===== config.mk =====
export PLATFORM = sky130hd
export DESIGN_NAME = keypad_matrix_scanner
export DESIGN_NICKNAME = d
export VERILOG_FILES = /design/src/rtl/keypad_matrix_scanner.sv
export SDC_FILE = /design/constraint.sdc
export NUM_CORES = 1
export LEC_CHECK = 0
export ABC_CLOCK_PERIOD_IN_PS = 6500
export CAP_MARGIN = 40
export CORE_ASPECT_RATIO = 2
export CORE_MARGIN = 2
export CORE_UTILIZATION = 41
export CTS_BUF_LIST = sky130_fd_sc_hd__clkbuf_4 sky130_fd_sc_hd__clkbuf_8
export CTS_CLUSTER_SIZE = 40
export DETAILED_ROUTE_END_ITERATION = 8
export GPL_TIMING_DRIVEN = 0
export PLACE_DENSITY = 0.57
export SYNTH_ARGS = -nofsm -noshare
export SYNTH_HDL_FRONTEND = slang
export SYNTH_SLANG_ARGS = --single-unit
export TNS_END_PERCENT = 1

===== constraint.sdc =====
create_clock -name clk -period 6.5 [get_ports clk]
set_clock_uncertainty 0.05 [all_clocks]
set_input_delay 1.625 -clock clk [delete_from_list [all_inputs] [get_ports clk]]
set_output_delay 1.625 -clock clk [all_outputs]
set_load 0.05 [all_outputs]

===== src/rtl/keypad_matrix_scanner.sv =====
// Key matrix scanner: walks the drive lines, debounces whole-matrix scans and hands each
// accepted press to the consumer through a valid/ack handshake with overrun reporting.
module keypad_matrix_scanner #(
    parameter int unsigned NUM_DRIVE      = 3,
    parameter int unsigned NUM_SENSE      = 4,
    parameter int unsigned SETTLE_CYCLES  = 3,
    parameter int unsigned DEBOUNCE_SCANS = 3,
    localparam int unsigned CODE_W = (NUM_DRIVE * NUM_SENSE > 1) ?
                                     $clog2(NUM_DRIVE * NUM_SENSE) : 1
) (
    input  logic                 clk,
    input  logic                 rst,
    input  logic [NUM_SENSE-1:0] sense_in,
    input  logic                 key_ack,
    output logic [NUM_DRIVE-1:0] drive_out,
    output logic [CODE_W-1:0]    key_code,
    output logic                 key_valid,
    output logic                 multi_key,
    output logic                 overrun
);

    localparam int unsigned DRV_W = (NUM_DRIVE > 1) ? $clog2(NUM_DRIVE) : 1;
    localparam int unsigned SET_W = (SETTLE_CYCLES > 1) ? $clog2(SETTLE_CYCLES) : 1;
    localparam logic [DRV_W-1:0] DRV_LAST    = DRV_W'(NUM_DRIVE - 1);
    localparam logic [SET_W-1:0] SETTLE_LAST = SET_W'(SETTLE_CYCLES - 1);
    localparam logic [3:0]       DB_MAX      = 4'(DEBOUNCE_SCANS);

    typedef enum logic [2:0] {StIdle, StDrive, StSample, StGap, StEval} state_e;
    typedef enum logic [1:0] {ClsNone, ClsSingle, ClsMulti} cls_e;

    state_e state_q, state_d;
    logic [DRV_W-1:0] drv_q, drv_d;
    logic [SET_W-1:0] settle_q, settle_d;
    logic [NUM_SENSE-1:0] sense_meta_q, sense_s_q;
    logic [1:0] hits_q, hits_d;
    logic [CODE_W-1:0] scan_code_q, scan_code_d;
    cls_e cand_cls_q, cand_cls_d;
    logic [CODE_W-1:0] cand_code_q, cand_code_d;
    logic [3:0] db_cnt_q, db_cnt_d;
    logic pressed_q, pressed_d;
    logic key_valid_q, key_valid_d;
    logic [CODE_W-1:0] key_code_q, key_code_d;
    logic overrun_q, overrun_d;
    logic multi_q, multi_d;

    logic [3:0] pop;
    logic [CODE_W-1:0] hit_code;
    cls_e res_cls;
    logic [CODE_W-1:0] res_code;
    logic press;

    // Scan sequencer; drive_out decodes the registered state so it is 0 while idle.
    always_comb begin
        state_d   = state_q;
        drv_d     = drv_q;
        settle_d  = settle_q;
        drive_out = '0;
        unique case (state_q)
            StIdle: begin
                state_d  = StDrive;
                drv_d    = '0;
                settle_d = '0;
            end
            StDrive: begin
                drive_out[drv_q] = 1'b1;
                if (settle_q == SETTLE_LAST) state_d = StSample;
                else settle_d = settle_q + 1'b1;
            end
            StSample: begin
                drive_out[drv_q] = 1'b1;
                state_d = StGap;
            end
            StGap: begin
                settle_d = '0;
                if (drv_q == DRV_LAST) begin
                    state_d = StEval;
                end else begin
                    drv_d   = drv_q + 1'b1;
                    state_d = StDrive;
                end
            end
            StEval: begin
                state_d  = StDrive;
                drv_d    = '0;
                settle_d = '0;
            end
            default: state_d = StIdle;
        endcase
    end

    // Accumulate hits over the scan; the count saturates at 2 since only 0/1/many matter.
    always_comb begin
        pop      = '0;
        hit_code = '0;
        for (int j = 0; j < int'(NUM_SENSE); j++) begin
            if (sense_s_q[j]) begin
                pop      = pop + 4'd1;
                hit_code = CODE_W'(32'(drv_q) * NUM_SENSE + 32'(j));
            end
        end
        hits_d      = hits_q;
        scan_code_d = scan_code_q;
        if (state_q == StSample) begin
            if (pop > 4'd1 || (pop == 4'd1 && hits_q != 2'd0)) begin
                hits_d = 2'd2;
            end else if (pop == 4'd1) begin
                hits_d      = 2'd1;
                scan_code_d = hit_code;
            end
        end else if (state_q == StEval) begin
            hits_d      = '0;
            scan_code_d = '0;
        end
    end

    // Debounce at EVAL, then the consumer handshake.
    always_comb begin
        res_cls     = (hits_q == 2'd0) ? ClsNone : (hits_q == 2'd1) ? ClsSingle : ClsMulti;
        res_code    = (hits_q == 2'd1) ? scan_code_q : '0;
        cand_cls_d  = cand_cls_q;
        cand_code_d = cand_code_q;
        db_cnt_d    = db_cnt_q;
        pressed_d   = pressed_q;
        press       = 1'b0;
        multi_d     = 1'b0;
        if (state_q == StEval) begin
            multi_d = (res_cls == ClsMulti);
            if (res_cls == cand_cls_q && res_code == cand_code_q) begin
                if (db_cnt_q != DB_MAX) db_cnt_d = db_cnt_q + 4'd1;
            end else begin
                cand_cls_d  = res_cls;
                cand_code_d = res_code;
                db_cnt_d    = 4'd1;
            end
            if (db_cnt_d == DB_MAX) begin
                if (cand_cls_d == ClsSingle && !pressed_q) begin
                    press     = 1'b1;
                    pressed_d = 1'b1;
                end else if (cand_cls_d == ClsNone) begin
                    pressed_d = 1'b0;
                end
            end
        end

        key_valid_d = key_valid_q;
        key_code_d  = key_code_q;
        overrun_d   = overrun_q;
        if (press && (!key_valid_q || key_ack)) begin
            key_valid_d = 1'b1;
            key_code_d  = cand_code_d;
            if (key_valid_q) overrun_d = 1'b0;
        end else if (press) begin
            overrun_d = 1'b1;
        end else if (key_valid_q && key_ack) begin
            key_valid_d = 1'b0;
            overrun_d   = 1'b0;
        end
    end

    always_ff @(posedge clk or negedge rst) begin
        if (!rst) begin
            state_q      <= StIdle;
            drv_q        <= '0;
            settle_q     <= '0;
            sense_meta_q <= '0;
            sense_s_q    <= '0;
            hits_q       <= '0;
            scan_code_q  <= '0;
            cand_cls_q   <= ClsNone;
            cand_code_q  <= '0;
            db_cnt_q     <= '0;
            pressed_q    <= 1'b0;
            key_valid_q  <= 1'b0;
            key_code_q   <= '0;
            overrun_q    <= 1'b0;
            multi_q      <= 1'b0;
        end else begin
            state_q      <= state_d;
            drv_q        <= drv_d;
            settle_q     <= settle_d;
            sense_meta_q <= sense_in;
            sense_s_q    <= sense_meta_q;
            hits_q       <= hits_d;
            scan_code_q  <= scan_code_d;
            cand_cls_q   <= cand_cls_d;
            cand_code_q  <= cand_code_d;
            db_cnt_q     <= db_cnt_d;
            pressed_q    <= pressed_d;
            key_valid_q  <= key_valid_d;
            key_code_q   <= key_code_d;
            overrun_q    <= overrun_d;
            multi_q      <= multi_d;
        end
    end

    assign key_code  = key_code_q;
    assign key_valid = key_valid_q;
    assign multi_key = multi_q;
    assign overrun   = overrun_q;

endmodule


==> impl_metrics.py <==
metrics = {
    "global_route": {
        "grt_start_max_net_pins": 21,
        "number_of_global_route_vias_before_repair": 1492,
        "global_route.overflow_total": 0,
        "grt_util_all_layers_pct": 16.6,
        "grt_antenna_before_repair": 0,
        "global_route_wire_length_before_repair_um": 6780,
    },
    "sta": {
        "post-route-min-period_ns": 3.93,
        "setup_total_negative_slack_ns": 0,
        "rsz0062_at_grt": "no",
        "setup_viol": 0,
        "max_freq_mhz": 255,
        "timing_worst_slew_pin_value_ns": 0.513,
        "finalMaxSlewViolations": 0,
        "slew_headroom_pct": 65.8,
        "final_hold_vios": 0,
        "final.period_utilization_pct": 60.4,
    },
    "final_layout": {
        "drive_above_1_share_pct": 13.4,
        "nets": 230,
        "diodes": 0,
        "fillers": 445,
        "most-common-layout-cells": "dfrtp_1 (39), nand2_1 (21), clkdlybuf4s50_1 (15)",
        "layout-area-overhead-vs-synth_pct": 16.6,
        "postLayoutCoreUtil_pct": 49.3,
        "final_common_cell": "dfrtp_1",
    },
    "setup_path": {
        "crit_path_dat_ns": 2.25,
        "critical_path.max_stage_delay_ns": 0.80,
        "reg2reg_to": "scan_code_q[2]",
        "critical_path.startpoint_type": "flop",
        "cp-end-kind": "output port",
        "worst_r2r_path_depth": 10,
        "critical_path.top_delay_family": "buffers and inverters",
        "crit_type": "reg2out",
        "crit_required_ns": 4.83,
        "buffers_plus_inverters_on_the_worst_setup_path": 2,
        "rr_startpoint": "sense_s_q[1]",
        "critical_path.cell_chain": "clkbuf_1 -> xnor2_1 -> nor2_1 -> and2_1 -> clkdlybuf4s50_1",
        "setup.reg_to_reg.worst_slack_ns": 3.92,
        "worst-path-max-fanout": 10,
        "cpMaxStageDelayCell": "clkdlybuf4s50_1",
    },
    "die": {
        "placeableCoreArea_um2": 4820,
        "io-pin-count": 17,
        "die_wd_um": 53.9,
        "row_count": 36,
        "initial_util_pct": 42.3,
        "floorplan.die_area_um2": 5590,
        "die-height_um": 104,
    },
    "clock_tree": {
        "cts_tree": "done",
        "clockBufferDepth": 2,
        "tritoncts.num_buffers": 5,
        "post_cts_resized": 0,
        "clkTransAtPathRegs_ns": 0.07,
        "h-tree-depth": 2,
        "clock_latency_ns": 0.29,
        "postCtsHoldBufs": 0,
        "cts.root.buffer_cell": "clkbuf_8",
        "cts_num_sinks": 39,
        "post_cts_buffers": 0,
    },
    "worst_hold_path": {
        "hold_path_startpoint": "sense_meta_q[1]",
        "holdCritPathClass": "reg2reg",
        "worstHoldEndpoint": "sense_s_q[1]",
        "timing.hold.worst_path_depth": 0,
    },
    "synthesis": {
        "yosysTopAreaCell": "dfrtp_1",
        "synth_enable_flop_cells": 0,
        "synth.area.top_cells": "dfrtp_1 (48%), ha_1 (4.9%), nand2_1 (3.9%), mux2_4 (2.9%), a22o_1 (2.6%)",
        "synthCells": 191,
        "cell_area_after_synthesis_um2": 2040,
        "synthesis.area_per_instance_um2": 10.7,
        "top_area_cell_type_share_of_the_netlist_area_pct": 47.9,
        "yosys_warnings": 0,
        "ys_seq_elements": 39,
        "synthesis.nets": 206,
        "synth_cell_types": 46,
        "synth_flop_cell": "dfrtp_1",
        "asyncSetResetFlopFracSynth_pct": 100,
        "yosysSeqAreaShare_pct": 47.9,
    },
    "power": {
        "power_density_nw_per_um2": 214,
        "pwr-share-seq_pct": 52.2,
        "switching_share_pct": 27.6,
        "power.share.clock_pct": 30.8,
        "cell_internal_power_uw": 369,
        "comb_power_share_pct": 17.0,
        "netSwitchingPower_uw": 141,
        "p_leak_uw": 0.00105,
        "vdd.ir_drop.worst_v": 0.000126,
    },
    "drt": {
        "drt_iter0_drc": 18,
        "wirelength_um": 3980,
        "ant_nets": 0,
        "drc": 0,
        "wl_cell_um": 14.6,
        "drt_first_pass_iters": 4,
        "vias": 1491,
        "vias_per_cell": 5.46,
    },
    "status": {
        "status": "complete, no violations",
    },
    "placed_design": {
        "io_port_bufs": 16,
        "placer_congestion": 0.863,
        "dp.final_hpwl_um": 3090,
    },
    "job": {
        "cap_violations": 0,
    },
}
synthesized netlist by cell type (2+ instances only):
| master | n |
|---|---|
| o21ai_0 | 8 |
| and2_1 | 6 |
| buf_6 | 2 |
| nor3b_2 | 2 |
| nor2b_1 | 5 |
| nand2_1 | 21 |
| a211oi_1 | 3 |
| a21oi_1 | 6 |
| o22ai_1 | 2 |
| nand2b_1 | 4 |
| a22o_1 | 6 |
| xor2_1 | 6 |
| mux2_2 | 2 |
| mux2_4 | 4 |
| dfrtp_1 | 39 |
| mux2i_1 | 5 |
| clkbuf_1 | 5 |
| a21bo_2 | 3 |
| nor2_1 | 6 |
| xnor2_1 | 3 |
| nand3_1 | 4 |
| a21boi_0 | 2 |
| nand4_1 | 4 |
| or2_2 | 2 |
| inv_1 | 9 |
| ha_1 | 8 |
| nor3_1 | 5 |
power by group through the flow:
stage / Combinational, uW / Sequential [uW] / Clock (uW)
after floorplan: 59.7 / 271 / 0
after global placement: 82.7 / 271 / 0
after detailed placement: 87.8 / 271 / 0
after CTS: 88.3 / 266 / 162
after global routing: 95.9 / 268 / 173
final: 86.5 / 266 / 157
routing by layer:
layer	GRT usage [%]	routed length (um)	up-vias
met5	0	0	-
met4	8.06	95	0
met3	3.46	99	9
met2	30.0	2370	24
met1	16.4	1410	743
li1	-	-	715
sequential cells by signal, indices dropped and copies added, names as in the netlist:
register      count
overrun           1
drv_q             2
sense_meta_q      4
settle_q          2
sense_s_q         4
hits_q            2
key_code          4
key_valid         1
state_q           3
pressed_q         1
scan_code_q       4
cand_cls_q        2
db_cnt_q          4
cand_code_q       4
multi_key         1
per-stage QoR:
step | area, um2 | hold slack (ns) | cells | worst slack, ns | power, uW
3_5_place_dp | 2290 | 0.291 | 265 | 2.89 | 359
2_1_floorplan | 2040 | 0.281 | 191 | 3.58 | 331
6_report | 2380 | 0.305 | 273 | 2.57 | 510
4_1_cts | 2380 | 0.309 | 273 | 2.55 | 516
3_3_place_gp | 2270 | 0.287 | 264 | 2.82 | 353
5_1_grt | 2380 | 0.314 | 273 | 2.43 | 537
cells by family (layout without fill, tap and decap cells):
| logic type | Yosys count | after routing | synth area share [%] |
|---|---|---|---|
| mux | 11 | 11 | 6.50 |
| xor+xnor | 9 | 9 | 3.87 |
| simple gates | 70 | 70 | 20.2 |
| flops | 39 | 39 | 47.9 |
| buf+inv | 18 | 43 | 4.11 |
| compound gates | 36 | 36 | 12.5 |
| fa+ha+maj | 8 | 8 | 4.91 |
worst reg2reg max path, delay by kind of cell, from the launching register on:
| kind | cells | cell delay [ns] |
|---|---|---|
| mux | 1 | 0.22 |
| xor+xnor | 2 | 0.38 |
| fa+ha+maj | 2 | 0.49 |
| simple gates | 2 | 0.31 |
| compound gates | 1 | 0.32 |
| flops | 1 | 0.37 |
| buf+inv | 2 | 0.36 |
how the worst max path moves through the flow:
stage / start / end / slack, ns / depth (start not counted)
floorplan: state_q[1] / drive_out[0] / 3.58 / 4
finish: state_q[1] / drive_out[0] / 2.57 / 5
global placement: rst / state_q[0] / 2.82 / 1
detailed placement: state_q[1] / drive_out[0] / 2.89 / 5
global route: state_q[1] / drive_out[0] / 2.43 / 5
CTS: state_q[1] / drive_out[0] / 2.55 / 5
final cells by class:
| type | instances | area, um2 | share of cell area [%] |
|---|---|---|---|
| timing repair buffer | 17 | 183 | 7.68 |
| buffer | 9 | 50.0 | 2.11 |
| clock buffer | 5 | 68.8 | 2.89 |
| clock inverter | 3 | 15.0 | 0.632 |
| tap | 57 | 71.3 | 3.00 |
| multi-input combinational | 134 | 980 | 41.2 |
| inverter | 9 | 33.8 | 1.42 |
| sequential | 39 | 976 | 41.1 |
No activity file was read; power rests on OpenSTA's default activity.
